File: src/rtl/hash_writeback.sv
// Captures the 512-bit Keccak digest and commits it to OCM as four 128-bit
// single-beat writes, using the burst master's init/active/done handshake.
module hash_writeback #(
    parameter int HASH_BITS = 512,
    parameter int BEAT_BITS = 128,
    parameter int IDX_W     = 32
) (
    input  logic                 clk,
    input  logic                 resetn,
    input  logic                 start,
    input  logic                 out_ready,
    input  logic [HASH_BITS-1:0] keccak_hash_reg,
    input  logic [IDX_W-1:0]     base_addr_index,
    input  logic                 write_ready,
    output logic                 init_write_txn,
    output logic [BEAT_BITS-1:0] write_data,
    output logic [IDX_W-1:0]     write_addr_index,
    input  logic                 write_active,
    input  logic                 write_done,
    output logic                 done,
    output logic [31:0]          debug
);

    localparam int NUM_BEATS = HASH_BITS / BEAT_BITS;
    localparam int BI_W      = (NUM_BEATS > 1) ? $clog2(NUM_BEATS) : 1;

    typedef enum logic [2:0] {
        S_IDLE      = 3'd0,
        S_ARMED     = 3'd1,
        S_ISSUE     = 3'd2,
        S_WAIT_ACT  = 3'd3,
        S_WAIT_DONE = 3'd4,
        S_DONE      = 3'd5
    } state_t;

    state_t                                state_q, state_d;
    logic [NUM_BEATS-1:0][BEAT_BITS-1:0]   shadow_q, shadow_d;
    logic [2:0]                            beat_cnt_q, beat_cnt_d;
    logic [BEAT_BITS-1:0]                  wr_data_q, wr_data_d;
    logic [IDX_W-1:0]                      wr_addr_q, wr_addr_d;
    logic                                  init_q, init_d;
    logic                                  done_q, done_d;
    logic                                  beat_complete;
    logic [BI_W-1:0]                       next_beat_idx;

    assign next_beat_idx = beat_cnt_q[BI_W-1:0] + BI_W'(1);

    always_comb begin
        state_d       = state_q;
        shadow_d      = shadow_q;
        beat_cnt_d    = beat_cnt_q;
        wr_data_d     = wr_data_q;
        wr_addr_d     = wr_addr_q;
        init_d        = 1'b0;
        done_d        = done_q;
        beat_complete = 1'b0;

        case (state_q)
            S_IDLE, S_DONE: begin
                if (start) begin
                    done_d     = 1'b0;
                    wr_addr_d  = base_addr_index;
                    beat_cnt_d = 3'd0;
                    state_d    = S_ARMED;
                end
            end
            S_ARMED: begin
                if (out_ready) begin
                    shadow_d  = keccak_hash_reg;
                    wr_data_d = keccak_hash_reg[BEAT_BITS-1:0];
                    state_d   = S_ISSUE;
                end
            end
            S_ISSUE: begin
                if (write_ready) begin
                    init_d  = 1'b1;
                    state_d = S_WAIT_ACT;
                end
            end
            S_WAIT_ACT: begin
                // A done seen here (with or ahead of active) already closes the beat.
                if (write_done)        beat_complete = 1'b1;
                else if (write_active) state_d = S_WAIT_DONE;
            end
            S_WAIT_DONE: begin
                if (write_done) beat_complete = 1'b1;
            end
            default: state_d = S_IDLE;
        endcase

        if (beat_complete) begin
            beat_cnt_d = beat_cnt_q + 3'd1;
            wr_addr_d  = wr_addr_q + IDX_W'(1);
            if (beat_cnt_q == 3'(NUM_BEATS - 1)) begin
                done_d  = 1'b1;
                state_d = S_DONE;
            end else begin
                // Preload the next beat so data is stable before its init pulse.
                wr_data_d = shadow_q[next_beat_idx];
                state_d   = S_ISSUE;
            end
        end
    end

    always_ff @(posedge clk or negedge resetn) begin
        if (!resetn) begin
            state_q    <= S_IDLE;
            shadow_q   <= '0;
            beat_cnt_q <= 3'd0;
            wr_data_q  <= '0;
            wr_addr_q  <= '0;
            init_q     <= 1'b0;
            done_q     <= 1'b0;
        end else begin
            state_q    <= state_d;
            shadow_q   <= shadow_d;
            beat_cnt_q <= beat_cnt_d;
            wr_data_q  <= wr_data_d;
            wr_addr_q  <= wr_addr_d;
            init_q     <= init_d;
            done_q     <= done_d;
        end
    end

    assign init_write_txn   = init_q;
    assign write_data       = wr_data_q;
    assign write_addr_index = wr_addr_q;
    assign done             = done_q;
    assign debug            = {24'b0, 1'b0, beat_cnt_q, 1'b0, state_q};

endmodule

File: config.mk
export PLATFORM = sky130hd
export DESIGN_NAME = hash_writeback
export DESIGN_NICKNAME = d
export VERILOG_FILES = /design/src/rtl/hash_writeback.sv
export SDC_FILE = /design/constraint.sdc
export NUM_CORES = 1
export LEC_CHECK = 0
export BUFFER_PORTS_ARGS = -buffer_cell sky130_fd_sc_hd__buf_2
export CORE_AREA = 2 2 290 292
export CTS_BUF_LIST = sky130_fd_sc_hd__clkbuf_4
export CTS_CLUSTER_DIAMETER = 60
export DETAILED_ROUTE_END_ITERATION = 8
export DIE_AREA = 0 0 292 294
export SKIP_LAST_GASP = 1
export SYNTH_ARGS = -nofsm -noshare
export SYNTH_HDL_FRONTEND = slang
export SYNTH_SLANG_ARGS = --single-unit
File: constraint.sdc
create_clock -name clk -period 4.1 [get_ports clk]
set_input_delay 0.205 -clock clk [delete_from_list [all_inputs] [get_ports clk]]
set_output_delay 0.205 -clock clk [all_outputs]
set_load 0.005 [all_outputs]
==> results of run 1 <==
[stage by stage]
step / instances / area, um^2 / util / setup WS (ns)
after floorplan: 3200 / 30000 / - / 2.13
after detailed placement: 4812 / 34500 / 0.416 / 1.30
after global placement: 4812 / 34500 / 0.416 / 1.34
[kinds of logic after synthesis]
kind of cell,Yosys count
simple gates,1917
flops,680
buf+inv,234
compound gates,205
mux,134
fa+ha+maj,3
other cells,1
xor+xnor,1
==> flow_metrics.tcl, run 1 <==
set metrics [dict create \
    status "did not finish" \
    haltStage "4_1_cts" \
    error_line "[ERROR RSZ-0060] Max buffer count reached." \
    ys_types 57 \
    cts_buffers 186 \
    ios 745 \
    synthTopCellsByArea "dfrtp_1 57%, nand2_1 21%, mux4_2 9.6%" \
    async_flop_share 1.00 \
    num_rows 106 \
    synthFlopType "dfrtp_1" \
    yosysMostFrequentCell "nand2_1" \
    syn_avg_cell_area_um2 9.42 \
    gp_congestion 0.894 \
    yosys.area.top_type "dfrtp_1" \
    synth_fa_ha_area_frac 0.00126 \
    netlist_instances 3175 \
    synth-xor-area-share 0.000293 \
    dp_hpwl_um 65300 \
    cts_hold_buf 1030 \
    port_buffers 718 \
    synth_top_family_by_area "simple AND/OR/NAND/NOR gates" \
    yosysSeqAreaShare 0.569 \
    netlist.area_leader.share 0.569 \
    ys.warnings.count 0 \
    postCtsSetupRepairBufs 0 \
    synthMuxAreaShare 0.0985 \
    start_util 0.361 \
    die_h_um 294 \
    ys_ff_latch 680 \
    synth-edff-count 0 \
    root_buffer "clkbuf_4" \
    yosys.area_share.simple 0.247 \
    clock_sinks 680 \
    mappedNetlistArea_mm2 0.0299 \
    cts.path.max_buffers 3 \
    synth-compound-area-share 0.0458 \
    synth_common_cells "1698 x nand2_1, 680 x dfrtp_1, 154 x nor2_1" \
    cts_max_level 4 \
    die_w_um 292 \
    postCtsResizedCells 0 \
]
==> run 2: changes to the inputs <==
--- a/config.mk
+++ b/config.mk
@@ -6,11 +6,10 @@
 export NUM_CORES = 1
 export LEC_CHECK = 0
 export BUFFER_PORTS_ARGS = -buffer_cell sky130_fd_sc_hd__buf_2
-export CORE_AREA = 2 2 290 292
-export CTS_BUF_LIST = sky130_fd_sc_hd__clkbuf_4
-export CTS_CLUSTER_DIAMETER = 60
+export CORE_AREA = 2 2 294 296
 export DETAILED_ROUTE_END_ITERATION = 8
-export DIE_AREA = 0 0 292 294
+export DIE_AREA = 0 0 296 298
+export PLACE_DENSITY_LB_ADDON = 0.15
 export SKIP_LAST_GASP = 1
 export SYNTH_ARGS = -nofsm -noshare
 export SYNTH_HDL_FRONTEND = slang
==> run 2 against run 1 <==
Effect of this change:
- the run now ends clean
- area after synthesis is the same
- synthesized cell count did not move
==> flow_metrics.tcl, run 2 <==
set metrics [dict create \
    p_sw_uw 10600 \
    netlist.area_leader.share 0.569 \
    crit_chain "and4bb_1 -> a31o_2 -> nand2b_4 -> buf_12 -> nor2_1 -> a31oi_1" \
    cts_hold_buf 547 \
    die_h_um 298 \
    p_int_uw 19200 \
    ir_drop_mv 0.430 \
    p_sw_frac 0.355 \
    wl_per_cell_um 17.7 \
    regMostFlops "shadow_q" \
    dp_hpwl_um 63800 \
    n_fill_cell 7918 \
    crit_fanout 132 \
    pre_cts_ws_ns 1.25 \
    placed_cell_area_mm2 0.0345 \
    worst_pin_slew_ns 1.11 \
    hold_depth 5 \
    crit_buf_inv 1 \
    yosys.area.top_type "dfrtp_1" \
    mappedNetlistArea_mm2 0.0299 \
    clk_pin_slew_ns 0.06 \
    gp_congestion 0.803 \
    largest_reg_flops 512 \
    cts_buffers 78 \
    powerDensity_mw_per_mm2 700 \
    postCtsResizedCells 0 \
    synthFlopType "dfrtp_1" \
    drc 0 \
    fin_crit_ns 3.00 \
    critical-path-top-delay-family "simple AND/OR/NAND/NOR gates" \
    cts.path.max_buffers 3 \
    grt_pass1_wl_um 154000 \
    final_nets 4910 \
    area_growth_pct 42.4 \
    synth_common_cells "1698 x nand2_1, 680 x dfrtp_1, 154 x nor2_1" \
    synthTopCellsByArea "dfrtp_1 57%, nand2_1 21%, mux4_2 9.6%" \
    worstPathRequired_ns 4.55 \
    die_w_um 296 \
    status "completed" \
    rsz0062_at_grt "no" \
    setup_tns_ns 0 \
    period_share 0.732 \
    drt_wl_total_um 98500 \
    port_buffers 718 \
    antenna_found_initial 17 \
    cts_tree "yes" \
    clock_sinks 680 \
    yosysSeqAreaShare 0.569 \
    cts_max_level 3 \
    ys.warnings.count 0 \
    worstSetupPathType "reg2reg" \
    track_usage 0.221 \
    layout_commonest_cell "nand2_1" \
    async_flop_share 1.00 \
    hold_viol 0 \
    design_area_mm2 0.0426 \
    die-area_mm2 0.0882 \
    report.final.setup_viol 0 \
    critPathSlowestCell "dfrtp_1" \
    mostFrequentLayoutCells "1698 x nand2_1, 717 x buf_2, 679 x dfrtp_1, 547 x dlygate4sd3_1, 154 x nor2_1" \
    grt_pass1_vias 27400 \
    end_kind "register" \
    root_buffer "clkbuf_16" \
    vias_per_cell 4.75 \
    start_util 0.352 \
    maxCapViolCount 0 \
    ios 745 \
    timing.fmax_mhz 333 \
    yosysMostFrequentCell "nand2_1" \
    layout-drive-gt1-share 0.233 \
    clk_latency_ns 0.62 \
    hold_path_class "in2reg" \
    reg2reg_slack_ns 1.10 \
    pwr-share-seq 0.398 \
    ys_ff_latch 680 \
    dr.pass1.iters 5 \
    slew_violations 0 \
    pwr-share-comb 0.367 \
    final_core_util 0.502 \
    cp_data_arrival_time_ns 3.45 \
    vias 26500 \
    drt_iter0_markers 1585 \
    netlist_instances 3175 \
    total_power_uw 29800 \
    cellLeakagePower_uw 0.0217 \
    slew_headroom 0.257 \
    grt_max_degree 203 \
    synth-edff-count 0 \
    fin_ws_ns 1.10 \
    clockPowerShare 0.236 \
    num_rows 107 \
    path_depth 6 \
    ys_types 57 \
    syn_avg_cell_area_um2 9.42 \
    grt_overflow_total 0 \
    worst_path_largest_cell_delay_ns 0.58 \
    ff2ff_path_depth 6 \
    clock_skew_ns 0.0194 \
    critPathLaunchType "register" \
    postCtsSetupRepairBufs 0 \
    design.core.area_mm2 0.0849 \
    final_antenna_net_count 0 \
]
## run 2: power groups by stage
stage,clock network [uW],registers [uW],logic (uW)
floorplan,0,11300,7420
global placement,0,11900,10400
detailed placement,0,11900,10600
CTS,7210,11800,11100
global route,7490,12200,12300
finish,7020,11800,10900
## run 2: cell families (layout without fill, tap and decap cells)
| group | after synthesis | in the layout | synth area share |
|---|---|---|---|
| AO/OA/AOI/OAI | 205 | 205 | 0.0458 |
| XOR/XNOR | 1 | 1 | 0.000293 |
| adder cells (fa/ha/maj) | 3 | 3 | 0.00126 |
| buffers and inverters | 234 | 1454 | 0.0380 |
| flip-flops | 680 | 680 | 0.569 |
| multiplexers | 134 | 134 | 0.0985 |
| other | 1 | 42 | 0.000125 |
| AND/OR/NAND/NOR | 1917 | 1917 | 0.247 |
## run 2: cell type report
cell class	count	area, um^2	area share
Sequential cell	680	17000	0.400
Multi-Input combinational cell	2286	11900	0.279
Timing Repair Buffer	1304	9620	0.226
Clock buffer	120	2380	0.0559
Tap cell	1144	1430	0.0336
Clock inverter	24	199	0.00467
Antenna cell	16	40.0	0.000940
Inverter	6	22.5	0.000529
## run 2: worst paths after layout
| path | start | to |
|---|---|---|
| max | state_q[1] | write_data[70] |
| min | out_ready | state_q[0] |
| max reg2reg | state_q[1] | write_data[70] |
| min reg2reg | shadow_q[327] | shadow_q[327] |
| max in group asynchronous | resetn | write_data[85] |
| min in group asynchronous | resetn | shadow_q[145] |
## run 2: routing by layer
metal / vias up / share of wire / track usage
met2: 751 / 0.48 / 0.364
met5: - / 0.00028 / 0
met4: 4 / 0.051 / 0.113
met1: 12800 / 0.42 / 0.284
met3: 261 / 0.044 / 0.0328
li1: 12700 / - / -
## run 2: per-stage QoR
stage          cells  hold slack (ns)
2_1_floorplan   3200          -0.0906
3_5_place_dp    4873            0.298
4_1_cts         5564           0.0407
5_1_grt         5579           0.0978
3_3_place_gp    4873            0.299
6_report        5580            0.109
## run 2: worst register-to-register path, delay by kind of cell, from the launching register on
| kind | cells | cell delay [ns] |
|---|---|---|
| DFF | 1 | 0.58 |
| and+or+nand+nor | 3 | 1.35 |
| buffers and inverters | 1 | 0.34 |
| AOI/OAI and AO/OA | 2 | 0.55 |
(Power assumes the default switching activity.)
==> run 3: changes to the inputs <==
==> constraint.sdc (replaced) <==
create_clock -name clk -period 2.8 [get_ports clk]
set_input_delay 0.14 -clock clk [delete_from_list [all_inputs] [get_ports clk]]
set_output_delay 0.14 -clock clk [all_outputs]
set_load 0.005 [all_outputs]
==> run 3 against run 2 <==
Effect of this change:
- cell area grew 1.5%
- largest cell class unchanged
- register-to-register slack worse by 0.65 ns
- sequential power up 47%
- non-clock buffer count is 37 higher
- power increased by 50%
- worst setup slack worse by 0.65 ns
- cell count grew 0.54%
- fmax up 27%
- critical endpoint is now write_data[75]
- largest power group unchanged
- combinational power is 51% higher
- sequential share of layout area is 0.61 points lower
- count of clock-buffer cells in the layout shrank 7
- routed wire length is 3.4% higher
==> flow_metrics.tcl, run 3 (synthesis gave the netlist of run 2 again) <==
set metrics [dict create \
    worstPathRequired_ns 3.31 \
    placed_cell_area_mm2 0.0350 \
    clock_skew_ns 0.0281 \
    worst_path_largest_cell_delay_ns 0.53 \
    maxCapViolCount 0 \
    die_w_um 296 \
    clockPowerShare 0.241 \
    timing.fmax_mhz 425 \
    crit_fanout 69 \
    use_met1 0.292 \
    ios 745 \
    start_util 0.352 \
    critPathLaunchType "register" \
    drt_wl_total_um 102000 \
    vias_per_cell 4.78 \
    report.final.setup_viol 0 \
    critPathSlowestCell "dfrtp_1" \
    grtUsageMet2 0.371 \
    num_rows 107 \
    cts_tree "yes" \
    postCtsSetupRepairBufs 0 \
    p_sw_uw 15800 \
    clk_pin_slew_ns 0.05 \
    vias 26800 \
    root_buffer "clkbuf_16" \
    cts_max_level 3 \
    design_area_mm2 0.0432 \
    dp_hpwl_um 67800 \
    n_fill_cell 7763 \
    cts_hold_buf 548 \
    grt_use_met3 0.0353 \
    antenna_found_initial 15 \
    pwr-share-seq 0.389 \
    dr.pass1.iters 5 \
    period_share 0.841 \
    hold_viol 0 \
    track_usage 0.228 \
    cts.path.max_buffers 3 \
    status "completed" \
    clock_sinks 680 \
    end_kind "register" \
    timing.hold.ws_ns 0.0890 \
    area_growth_pct 44.6 \
    wl_per_cell_um 18.2 \
    layout_commonest_cell "nand2_1" \
    postCtsResizedCells 0 \
    p_int_uw 28900 \
    slew_headroom 0.387 \
    layout-drive-gt1-share 0.240 \
    regMostFlops "shadow_q" \
    rsz0062_at_grt "no" \
    final_nets 4948 \
    drt_iter0_markers 1735 \
    clk_latency_ns 0.62 \
    fin_crit_ns 2.35 \
    die-area_mm2 0.0882 \
    worst_pin_slew_ns 0.908 \
    slew_violations 0 \
    largest_reg_flops 512 \
    grt_pass1_vias 28000 \
    crit_top_cell "buf_12" \
    grt_pass1_wl_um 158000 \
    worstSetupPathType "reg2reg" \
    grt_max_degree 107 \
    die_h_um 298 \
    port_buffers 718 \
    mostFrequentLayoutCells "1698 x nand2_1, 717 x buf_2, 679 x dfrtp_1, 548 x dlygate4sd3_1, 154 x nor2_1" \
    cellLeakagePower_uw 0.0220 \
    pwr-share-comb 0.370 \
    cp_data_arrival_time_ns 2.87 \
    setup_tns_ns 0 \
    design.core.area_mm2 0.0849 \
    grt_overflow_total 0 \
    gp_congestion 0.835 \
    ir_drop_mv 0.656 \
    powerDensity_mw_per_mm2 1030 \
    crit_chain "inv_1 -> nor4b_2 -> buf_12 -> buf_12 -> nand2_1 -> a31oi_1" \
    cts_buffers 79 \
    drc 0 \
    p_sw_frac 0.353 \
    final_antenna_net_count 0 \
    grt-busiest-layer "met2" \
    hold_path_class "in2reg" \
]
## run 3: cell count changes in the layout (fill, tap and decap cells not counted), sizes merged
cell	change
buf	+36
diode	-8
clkbuf	-7
bufinv	+5
clkinvlp	+4
inv	-3
clkinv	+2
dlygate4sd3	+1
## run 3: final timing paths
path,to,cells after the start,slack [ns],from
max,write_data[75],6,0.45,state_q[0]
min,state_q[0],5,0.09,start
max reg2reg,write_data[75],6,0.45,state_q[0]
min reg2reg,shadow_q[320],2,0.47,shadow_q[320]
max in group asynchronous,write_addr_index[2],3,1.76,resetn
min in group asynchronous,shadow_q[300],2,0.18,resetn
## run 3: stage by stage
step | worst slack (ns) | util | total power, uW | instances
4_1_cts | 0.477 | 0.509 | 45200 | 5602
5_1_grt | 0.233 | 0.510 | 48000 | 5610
2_1_floorplan | 0.830 | - | 27500 | 3200
6_report | 0.446 | 0.510 | 44700 | 5610
3_3_place_gp | 0.571 | 0.412 | 33300 | 4909
3_5_place_dp | 0.507 | 0.412 | 33500 | 4909
## run 3: metal layers
metal / vias up / share of wire
li1: 12800 / -
met1: 12900 / 0.42
met2: 869 / 0.48
met3: 308 / 0.047
met4: 10 / 0.058
met5: - / 0.00068
## run 3: worst max-delay path: cells and delay by family, from the launching register on
family                 cells  cell delay [ns]
buffers and inverters      3             0.80
DFF                        1             0.53
AOI/OAI and AO/OA          1             0.19
and+or+nand+nor            2             0.66
## run 3: cell type report
class                      instances  area (um^2)  share of cell area
sequential                       680        17000               0.394
multi-input combinational       2286        11900               0.275
timing repair buffer            1341        10100               0.234
clock buffer                     113         2340              0.0540
tap                             1144         1430              0.0331
clock inverter                    32          419             0.00969
inverter                           6         22.5            0.000521
antenna                            8         20.0            0.000463
## run 3: power by group through the flow
stage | logic, uW | clock network [uW] | registers [uW]
CTS | 16700 | 11100 | 17400
floorplan | 10900 | 0 | 16600
detailed placement | 16000 | 0 | 17500
finish | 16500 | 10800 | 17400
global placement | 15800 | 0 | 17400
global route | 18500 | 11500 | 18000
==> run 4: changes to the inputs <==
==> constraint.sdc (replaced) <==
create_clock -name clk -period 2.11 [get_ports clk]
set_input_delay 0.1055 -clock clk [delete_from_list [all_inputs] [get_ports clk]]
set_output_delay 0.1055 -clock clk [all_outputs]
set_load 0.005 [all_outputs]
==> run 4 against run 3 <==
Effect of this change:
- flip-flop and latch count is the same
- non-clock buffer count grew 69
- count of clock-buffer cells in the layout grew 8
- core utilization grew 0.56 points
- via count grew 1.3%
- largest cell class unchanged
==> flow_metrics.tcl, run 4 (synthesis gave the netlist of run 2 again) <==
set metrics [dict create \
    grtUsageMet2 0.380 \
    worstPathRequired_ns 2.57 \
    ir_drop_mv 0.758 \
    cellLeakagePower_uw 0.0223 \
    crit_chain "and4bb_1 -> a31o_2 -> buf_4 -> nand3_1 -> o211ai_1 -> o311ai_0" \
    final_antenna_net_count 0 \
    fin_ws_ns 0.125 \
    grt_overflow_total 0 \
    num_rows 107 \
    clk_latency_ns 0.61 \
    setup_tns_ns 0 \
    vias_per_cell 4.78 \
    clock_sinks 680 \
    clk_pin_slew_ns 0.06 \
    rsz0062_at_grt "yes" \
    largest_reg_flops 512 \
    critPathSlowestCell "dfrtp_1" \
    worst_path_largest_cell_delay_ns 0.47 \
    layout_commonest_cell "nand2_1" \
    antenna_found_initial 15 \
    grt-busiest-layer "met2" \
    pre_cts_ws_ns 0.0952 \
    start_util 0.352 \
    clock_skew_ns 0.0215 \
    powerDensity_mw_per_mm2 1360 \
    design.core.area_mm2 0.0849 \
    grt_pass1_wl_um 158000 \
    wl_per_cell_um 18.1 \
    critPathLaunchType "register" \
    root_buffer "clkbuf_16" \
    timing.fmax_mhz 504 \
    grt_max_degree 103 \
    status "completed" \
    drt_iter0_markers 1406 \
    vias 27200 \
    port_buffers 718 \
    grt_pass1_vias 28000 \
    die_h_um 298 \
    design_area_mm2 0.0437 \
    use_met1 0.289 \
    period_share 0.941 \
    crit_fanout 11 \
    drt_wl_total_um 103000 \
    final_core_util 0.515 \
    die_w_um 296 \
    fin_crit_ns 1.98 \
    cts.path.max_buffers 3 \
    placed_cell_area_mm2 0.0357 \
    grt_use_met3 0.0374 \
    dr.pass1.iters 6 \
    gp_congestion 0.832 \
    cp_data_arrival_time_ns 2.44 \
    dp_hpwl_um 70800 \
    report.final.setup_viol 0 \
    layout-drive-gt1-share 0.247 \
    worstSetupPathType "reg2reg" \
    drc 0 \
    slew_violations 0 \
    maxCapViolCount 0 \
    mostFrequentLayoutCells "1698 x nand2_1, 717 x buf_2, 679 x dfrtp_1, 547 x dlygate4sd3_1, 154 x nor2_1" \
    die-area_mm2 0.0882 \
    area_growth_pct 46.2 \
    slew_headroom 0.555 \
    regMostFlops "shadow_q" \
    cts_tree "yes" \
    track_usage 0.230 \
    ios 745 \
    hold_path_class "in2async" \
    cts_max_level 3 \
    worst_pin_slew_ns 0.657 \
    final_nets 5017 \
    cts_buffers 79 \
    end_kind "register" \
    hold_viol 0 \
]
run 4: cell types whose count changed in the layout (fill, tap and decap cells not counted), moves of 2 or more:
cell / delta
buf_12: +12
buf_4: +56
bufinv_16: -4
clkbuf_1: +17
clkbuf_8: -9
clkinv_2: -5
clkinv_8: -2
clkinvlp_4: -3
diode_2: +3
run 4: through the flow:
stage | std cells | hold WS [ns] | total power [uW]
after global routing | 5678 | 0.0489 | 63700
after global placement | 4978 | 0.110 | 45100
after floorplan | 3200 | -0.190 | 36500
after detailed placement | 4978 | 0.113 | 45400
final | 5678 | 0.0511 | 59400
after CTS | 5666 | 0.00122 | 59900
run 4: final cells by class:
type                            count  area, um^2
Multi-Input combinational cell   2286       11900
Inverter                            6        22.5
Antenna cell                       11        27.5
Fill cell                        7813       41200
Sequential cell                   680       17000
Clock inverter                     20         248
Timing Repair Buffer             1410       10800
Clock buffer                      121        2280
Tap cell                         1144        1430
run 4: path summary, 6_finish.rpt:
| kind | from | end | slack, ns | cells after the start |
|---|---|---|---|---|
| max | state_q[1] | write_addr_index[15] | 0.13 | 6 |
| min | resetn | shadow_q[511] | 0.05 | 2 |
| max reg2reg | state_q[1] | write_addr_index[15] | 0.13 | 6 |
| min reg2reg | shadow_q[326] | shadow_q[326] | 0.47 | 2 |
| max in group asynchronous | resetn | write_data[79] | 1.23 | 3 |
| min in group clk | out_ready | state_q[0] | 0.07 | 5 |
run 4: routing by layer:
layer,wire length (um),share of wire
met1,42700,0.41
met2,49500,0.48
met3,5000,0.048
met4,5750,0.056
met5,57,0.00055
run 4: repair_timing:
action | 4_1_cts | 5_1_grt
setup buffers | 0 | 0
hold buffers | 547 | 0
endpoints found under the hold margin | 1229 | 0
setup endpoints to repair | 0 | 24
gates resized for setup | 0 | 2
run 4: power by group:
group / internal [uW] / total [uW] / leakage [uW] / switching [uW]
clock: 7840 / 13400 / 0.00123 / 5550
sequential: 19300 / 23100 / 0.00840 / 3820
combinational: 11300 / 22900 / 0.0127 / 11500
total: 38400 / 59400 / 0.0223 / 20900
run 4: worst max-delay path: cells and delay by family, from the launching register on:
family                 cells  cell delay (ns)
AO/OA/AOI/OAI              3             0.62
AND/OR/NAND/NOR            2             0.52
flip-flops                 1             0.47
buffers and inverters      1             0.23
